==> config.mk <==
export PLATFORM = sky130hd
export DESIGN_NAME = bus_fabric
export DESIGN_NICKNAME = d
export VERILOG_FILES = /design/src/rtl/bus_pkg.sv /design/src/rtl/bus_region_decode.sv /design/src/rtl/bus_fabric.sv
export SDC_FILE = /design/constraint.sdc
export NUM_CORES = 1
export LEC_CHECK = 0
export CAP_MARGIN = 20
export CORE_ASPECT_RATIO = 1.25
export CORE_MARGIN = 2
export CORE_UTILIZATION = 39
export DETAILED_ROUTE_END_ITERATION = 6
export PLACE_DENSITY = 0.81
export SLEW_MARGIN = 20
export SYNTH_ARGS = -nofsm -noshare
export SYNTH_HDL_FRONTEND = slang
export SYNTH_HIERARCHICAL = 1
export SYNTH_SLANG_ARGS = --single-unit
==> constraint.sdc <==
create_clock -name clk -period 2.4 [get_ports clk]
set_input_delay 0.6 -clock clk [delete_from_list [all_inputs] [get_ports clk]]
set_output_delay 0.6 -clock clk [all_outputs]
set_load 0.05 [all_outputs]
==> src/rtl/bus_pkg.sv <==
// Shared definitions for the bus fabric: FSM state encoding and default widths.
package bus_pkg;

  localparam int BUS_ADDR_W      = 32;
  localparam int BUS_DATA_W      = 32;
  localparam int BUS_REGION_BITS = 16;

  typedef enum logic [1:0] {
    IDLE,
    ACCESS,
    RESP
  } bus_state_e;

  // Saturating 8-bit increment used by the error counter.
  function automatic logic [7:0] sat_inc8(input logic [7:0] value);
    return (value == 8'hFF) ? value : value + 8'd1;
  endfunction

endpackage

==> src/rtl/bus_region_decode.sv <==
// Splits a master address into a slave index, a validity flag and the in-region offset.
// Purely combinational; the fabric owns all state.
module bus_region_decode
  import bus_pkg::*;
#(
  parameter int NUM_SLAVES  = 4,
  parameter int ADDR_W      = BUS_ADDR_W,
  parameter int REGION_BITS = BUS_REGION_BITS,
  parameter int IDX_W       = (NUM_SLAVES > 1) ? $clog2(NUM_SLAVES) : 1
) (
  input  logic [ADDR_W-1:0]      addr,
  output logic [IDX_W-1:0]       index,
  output logic                   valid,
  output logic [REGION_BITS-1:0] offset
);

  logic [ADDR_W-REGION_BITS-1:0] region;

  assign region = addr[ADDR_W-1:REGION_BITS];
  assign offset = addr[REGION_BITS-1:0];
  assign index  = IDX_W'(region);
  // The full region field is compared so high aliases of a valid index are rejected.
  assign valid  = (32'(region) < NUM_SLAVES);

endmodule

==> src/rtl/bus_fabric.sv <==
// Single-master to multi-slave fabric: address decode, wait-state tolerant access,
// timeout with error response, and a saturating error counter.
module bus_fabric
  import bus_pkg::*;
#(
  parameter int NUM_SLAVES  = 4,
  parameter int ADDR_W      = BUS_ADDR_W,
  parameter int DATA_W      = BUS_DATA_W,
  parameter int REGION_BITS = BUS_REGION_BITS,
  parameter int TIMEOUT     = 255
) (
  input  logic                         clk,
  input  logic                         n_reset,
  input  logic                         m_req,
  input  logic                         m_we,
  input  logic [ADDR_W-1:0]            m_addr,
  input  logic [DATA_W-1:0]            m_wdata,
  output logic                         m_ready,
  output logic [DATA_W-1:0]            m_rdata,
  output logic                         m_err,
  output logic [NUM_SLAVES-1:0]        s_sel,
  output logic                         s_we,
  output logic [REGION_BITS-1:0]       s_addr,
  output logic [DATA_W-1:0]            s_wdata,
  input  logic [NUM_SLAVES*DATA_W-1:0] s_rdata,
  input  logic [NUM_SLAVES-1:0]        s_ready,
  output logic [7:0]                   err_count
);

  localparam int         IDX_W   = (NUM_SLAVES > 1) ? $clog2(NUM_SLAVES) : 1;
  localparam logic [7:0] TO_LAST = 8'(TIMEOUT - 1);

  bus_state_e             state;
  bus_state_e             next_state;
  logic [IDX_W-1:0]       dec_index;
  logic                   dec_valid;
  logic [REGION_BITS-1:0] dec_offset;
  logic [IDX_W-1:0]       idx_q;
  logic                   err_q;
  logic [DATA_W-1:0]      rdata_q;
  logic [7:0]             to_cnt;
  logic                   slave_ready;
  logic                   timed_out;
  logic                   accept;
  logic                   finish_err;

  bus_region_decode #(
    .NUM_SLAVES  (NUM_SLAVES),
    .ADDR_W      (ADDR_W),
    .REGION_BITS (REGION_BITS),
    .IDX_W       (IDX_W)
  ) u_decode (
    .addr   (m_addr),
    .index  (dec_index),
    .valid  (dec_valid),
    .offset (dec_offset)
  );

  assign slave_ready = s_ready[idx_q];
  assign timed_out   = (to_cnt == TO_LAST);

  // Master-facing outputs are only live during the single RESP cycle.
  assign m_ready = (state == RESP);
  assign m_err   = (state == RESP) && err_q;
  assign m_rdata = ((state == RESP) && !err_q) ? rdata_q : '0;
  assign s_sel   = (state == ACCESS) ? (NUM_SLAVES'(1) << idx_q) : '0;

  // State register; reset drops straight to IDLE so an in-flight access never completes.
  always_ff @(posedge clk or negedge n_reset) begin
    if (!n_reset) begin
      state <= IDLE;
    end else begin
      state <= next_state;
    end
  end

  // Next-state logic; a slave completion takes priority over a same-cycle timeout.
  always_comb begin
    next_state = state;
    accept     = 1'b0;
    finish_err = 1'b0;
    case (state)
      IDLE: begin
        if (m_req) begin
          accept     = 1'b1;
          next_state = dec_valid ? ACCESS : RESP;
          finish_err = !dec_valid;
        end
      end
      ACCESS: begin
        if (slave_ready) begin
          next_state = RESP;
        end else if (timed_out) begin
          next_state = RESP;
          finish_err = 1'b1;
        end
      end
      RESP: begin
        next_state = IDLE;
      end
      default: begin
        next_state = IDLE;
      end
    endcase
  end

  // Request latching, response capture, timeout counting and error accounting.
  always_ff @(posedge clk or negedge n_reset) begin
    if (!n_reset) begin
      s_we      <= 1'b0;
      s_addr    <= '0;
      s_wdata   <= '0;
      idx_q     <= '0;
      err_q     <= 1'b0;
      rdata_q   <= '0;
      to_cnt    <= '0;
      err_count <= '0;
    end else begin
      if (accept) begin
        s_we    <= m_we;
        s_addr  <= dec_offset;
        s_wdata <= m_wdata;
        err_q   <= !dec_valid;
        rdata_q <= '0;
        to_cnt  <= '0;
        if (dec_valid) begin
          idx_q <= dec_index;
        end
      end
      if (state == ACCESS) begin
        if (slave_ready) begin
          rdata_q <= s_we ? '0 : s_rdata[idx_q*DATA_W +: DATA_W];
          err_q   <= 1'b0;
        end else if (timed_out) begin
          rdata_q <= '0;
          err_q   <= 1'b1;
        end else begin
          to_cnt <= to_cnt + 8'd1;
        end
      end
      if (finish_err) begin
        err_count <= sat_inc8(err_count);
      end
    end
  end

endmodule

* After elaboration in Yosys (flattened, before gate mapping)
Index checks and enable logic that the tools add are counted.
** Storage, ports and cells
- Flip-flop bits (word level) :: 102
- Bits of input ports :: 200
- Logic and storage cells :: 58
** Operators by class
- $add $sub $neg :: 2
- Order comparisons :: 2
- Eq/ne operators :: 6
- Shifts and indexed selects :: 2
- Mux-type cells :: 28
- Bitwise logic cells :: 1
- Reductions and logical operators :: 8
** Operators by type and width (number)
- $mux W32 :: 6
- $shiftx A128 B8 Y32 :: 1
- $mux W8 :: 4
- $add A8 B1 Y8 const B :: 2
- $eq A8 B8 Y1 const B :: 2
- $lt A16 B3 Y1 const B :: 1
- $mux W1 :: 10
- $mux W2 :: 4
- $reduce_and A2 Y1 :: 3
- $mux W4 :: 1
- $pmux W2 S2 :: 1
- $shl A1 B2 Y4 const A :: 1
- $lt A2 B3 Y1 const B :: 1
- $ne A3 B3 Y1 const B :: 1
- $bmux W1 S2 :: 1
- $eq A2 B1 Y1 const B :: 1
- $eq A2 B2 Y1 const B :: 1
- $logic_and A1 B1 Y1 :: 2
- $logic_not A1 Y1 :: 2
- $logic_not A2 Y1 :: 1
- $ne A2 B2 Y1 const B :: 1
- $pmux W1 S2 :: 1
- $not A1 Y1 :: 1

* Logic depth before layout (Yosys ltp)
- Word-level depth :: 6
- Mapped depth :: 8

* Cells and area by module
The synthesis kept the hierarchy.
** By module, submodules not included
- bus_fabric :: times used 1, cells an instance 467, area each 5096.1 um2, seq. area each 2552.4 um2
- bus_region_decode :: times used 1, cells an instance 23, area each 166.4 um2, seq. area each 0.0 um2

* Worst setup path before layout
No wires, ideal clock.
- Path type :: register -> output
- Start :: register state[0]
- End :: output port m_rdata[10]
- Arrival :: 1.871 ns
- Data required time :: 1.800 ns
- Setup slack :: -0.071 ns
- Stages on the path, launching flop included :: 5
- Buffers on the path :: 1
- Cell sequence :: dfrtp_1 and2b_1 nor2b_1 clkbuf_1 and2_1
** On the way
- Word-level cells in the longest chain between the ends :: 3
** Ends and longest elaborated chain
- start: declaration :: RTL line bus_fabric.sv:33 : bus_state_e state;
- start signal: assignment :: RTL line bus_fabric.sv:73 : state <= next_state;
- $eq A2 B2 Y1
- net m_ready :: RTL line bus_fabric.sv:18 : output logic m_ready,
- $logic_and A1 B1 Y1 :: RTL line bus_fabric.sv:65 : assign m_rdata = ((state == RESP) && !err_q) ? rdata_q : '0;
- $mux W32 :: RTL line bus_fabric.sv:65
- end: declaration :: RTL line bus_fabric.sv:19 : output logic [DATA_W-1:0] m_rdata,
The timed path passes the listed nets, and every way through them passes these cells.

* Final worst setup path
- Start :: register state[1]
- End :: output port m_rdata[9]
** On the way
- Word-level cells in the longest chain between the ends :: 3
** Ends and longest elaborated chain (RTL line)
- $eq A2 B2 Y1 :: bus_fabric.sv:65
- $logic_and A1 B1 Y1 :: bus_fabric.sv:65
- $mux W32 :: bus_fabric.sv:65
No other way between the ends.

==> flow_summary.json <==
{
  "grt_pass1_wl_mm": 26.11,
  "detail_route.wirelength_mm": 16.57,
  "fin_crit_ns": 2.305,
  "cp_endpoint_kind": "output pin",
  "avgViaCountPerCell": 5.100,
  "grtUsageMet1_pct": 24.60,
  "core.rowCount": 47,
  "grt_max_degree": 57,
  "post_cts.repair.setup_buffers": 0,
  "syn-mean-instance-area_sq_um": 10.74,
  "path_class": "reg -> out",
  "combinational_family_with_the_most_area_after_synthesis": "simple AND/OR/NAND/NOR gates",
  "initial_utilization_pct": 39.77,
  "worst_setup_hold_path_clk_slew_ns": 0.07,
  "yosysUniqueCellTypes": 42,
  "netlist.area_leader.share_pct": 48.50,
  "drc": 0,
  "synth_edf_count": 0,
  "p_leak_nw": 3.955,
  "count_of_nets_after_finishing": 964,
  "postSynth.topFlopCell": "sky130_fd_sc_hd__dfrtp_1",
  "remaining_overflow_grt": 0,
  "final_design_area_no_fill_sq_um": 9067,
  "clk_latency_ns": 0.34,
  "clock_root_buffer": "sky130_fd_sc_hd__clkbuf_16",
  "busiest_layer": "met2",
  "port_buffers": 294,
  "num-fill-cells": 969,
  "post_drt_wl_per_cell_microns": 17.66,
  "powerDensity_nw_per_um2": 588.4,
  "ys_top_cells_by_count": "sky130_fd_sc_hd__nand2_1, sky130_fd_sc_hd__dfrtp_1, sky130_fd_sc_hd__and2_1",
  "synth_sequential_area_ratio_pct": 48.50,
  "critical_path_required_ns": 1.80,
  "global_route.usage.total_pct": 22.95,
  "multi_input_comb_area_sq_um": 2465,
  "core_region_area_sq_um": 13230,
  "yosysWarningCount": 6,
  "post_route_cells_drive_above_1_share_pct": 19.32,
  "async_reset_ff_share_pct": 100.0,
  "first_global_vias": 5108,
  "reg_to_reg_start": "to_cnt[0]",
  "hold_class": "in -> async",
  "crit_start": "state[1]",
  "grt_setup_unrepaired": "false",
  "die_h_microns": 133.9,
  "setup.worst_path.start_class": "register",
  "area_growth_pct": 72.30,
  "synthAdderAreaFrac_pct": 0.7133,
  "clock_sinks": 102,
  "clock.fmax_ghz": 0.4339,
  "synth_compound_gate_area_share_pct": 7.727,
  "ys_seq_elements": 102,
  "run_status": "completed",
  "clock_tree_from_tritoncts": "built",
  "cts_hold_buffers": 0,
  "number_of_pins_exceeding_their_max_slew_limit_in_the_final_report": 0,
  "globalplace.congestion": 0.8450,
  "detailroute.via_count": 4784,
  "max_cap_violations": 0,
  "cts-buffers-inserted": 9,
  "synth_xor_xnor_area_share_pct": 0.8321,
  "gr-usage-met2_pct": 41.72,
  "grt.met3_usage_pct": 6.365,
  "synthesis.instances": 490,
  "peakVddDrop_mv": 0.3927,
  "finClkSkew_ns": 0.008287,
  "post-synth-top-count-cell": "sky130_fd_sc_hd__nand2_1",
  "netlist_top_cells_area": "sky130_fd_sc_hd__dfrtp_1, sky130_fd_sc_hd__mux4_2, sky130_fd_sc_hd__nand2_1, sky130_fd_sc_hd__a22o_1, sky130_fd_sc_hd__and2_1",
  "max_slew.worst_pin.slew_ns": 0.5501,
  "final-hold-violation-count": 0,
  "setup-violations-final": 0,
  "drt_iter0_drc": 154,
  "detail_route.first_pass.iterations": 4,
  "synthDominantAreaCellType": "sky130_fd_sc_hd__dfrtp_1",
  "yosys.area_share.simple_pct": 20.35,
  "post_synth_instance_area_sq_um": 5263,
  "path_max_fanout": 32,
  "place.detailed.hpwl_mm": 13.03,
  "final_critical_path_share_of_the_clock_period_pct": 96.03,
  "dieWidth_microns": 107.9,
  "arrival_ns": 1.70,
  "postSynthNetCount": 693,
  "post_synth_mux_area_share_pct": 16.33,
  "ioPinCount": 295,
  "die_area_sq_um": 14450,
  "htree_levels": 3,
  "final-seq-area_sq_um": 2555,
  "post_dp_cell_area_sq_um": 8712,
  "ant_nets": 0,
  "cts-root-to-sink-buffers": 2,
  "antenna_found_initial": 1,
  "final_core_utilization_pct": 68.53,
  "slew-limit-headroom_pct": 63.21
}
==> worst max-delay path, stage by stage, from the launching register on <==
cell and delay (ns):
sky130_fd_sc_hd__dfrtp_2 0.46, sky130_fd_sc_hd__and2b_1 0.20, sky130_fd_sc_hd__nor2b_2 0.17, sky130_fd_sc_hd__buf_12 0.16, sky130_fd_sc_hd__and2_2 0.23, sky130_fd_sc_hd__buf_12 0.15
==> final cells by class <==
| class | count | area share (%) |
|---|---|---|
| Timing Repair Buffer | 308 | 38.20 |
| Sequential cell | 102 | 28.18 |
| Multi-Input combinational cell | 335 | 27.18 |
| Clock buffer | 11 | 2.677 |
| Tap cell | 171 | 2.360 |
| Clock inverter | 5 | 1.173 |
| Inverter | 5 | 0.2070 |
| Antenna cell | 1 | 0.02760 |
==> power by group <==
group,internal [mW],switching [mW]
clock network,1.05,0.617
logic,0.719,0.931
registers,1.88,0.140
==> placed cells by master (no fill, tap or decap), drive strengths merged, types with 2 or more instances in the layout <==
master           n
a21oi            2
a22o            32
and2            35
and3             3
and4             2
buf             53
bufinv           3
clkbuf          11
clkdlybuf4s50  255
dfrtp          102
ha               3
inv              5
mux2             7
mux2i            4
mux4            32
nand2          158
nand3            8
nand3b           2
nand4            4
nor2            11
nor2b            3
nor3             4
nor4             3
o21ai            3
xor2             4
==> state kept, by name, indices dropped and copies added (netlist names) <==
| register | cells |
|---|---|
| rdata_q | 32 |
| idx_q | 2 |
| s_addr | 16 |
| err_count | 8 |
| s_wdata | 32 |
| err_q | 1 |
| s_we | 1 |
| to_cnt | 8 |
| state | 2 |
==> worst paths after layout <==
check                           slack (ns)  cells after the start          end
worst min register to register        0.47                      2    s_addr[0]
worst max register to register        0.41                      7   rdata_q[7]
min in group clk                      0.47                      2    s_addr[0]
worst max-delay path                   0.1                      5   m_rdata[9]
worst min-delay path                  0.10                      1  rdata_q[12]
max in group asynchronous             1.58                      2     state[1]
==> repair_timing <==
action,4_1_cts,5_1_grt
setup endpoints to repair,2,8
endpoints found under the hold margin,0,0
gates resized for setup,1,1
==> layer usage <==
layer / wire [microns] / up-vias
li1: - / 2210
met1: 5984 / 2302
met2: 8673 / 228
met3: 1291 / 44
met4: 616 / 0
met5: 0 / -
==> stage by stage <==
step / setup WS, ns / hold WS (ns) / cells / power [mW] / setup TNS (ns)
floorplan: 0.05599 / 0.3044 / 490 / 2.890 / 0
global placement: 0.04974 / 0.4568 / 921 / 3.640 / 0
detailed placement: -0.02201 / 0.4609 / 921 / 3.700 / -0.02201
CTS: 0.04540 / 0.09678 / 937 / 5.389 / 0
global route: 0.02901 / 0.09992 / 938 / 5.568 / 0
finish: 0.09520 / 0.1015 / 938 / 5.335 / 0
==> cells by family after synthesis <==
logic type      Yosys count
compound gates           46
xor+xnor                  5
fa+ha+maj                 3
buf+inv                  53
flops                   102
mux                      43
simple gates            238
Note: power is estimated with default switching activity, not from simulation.
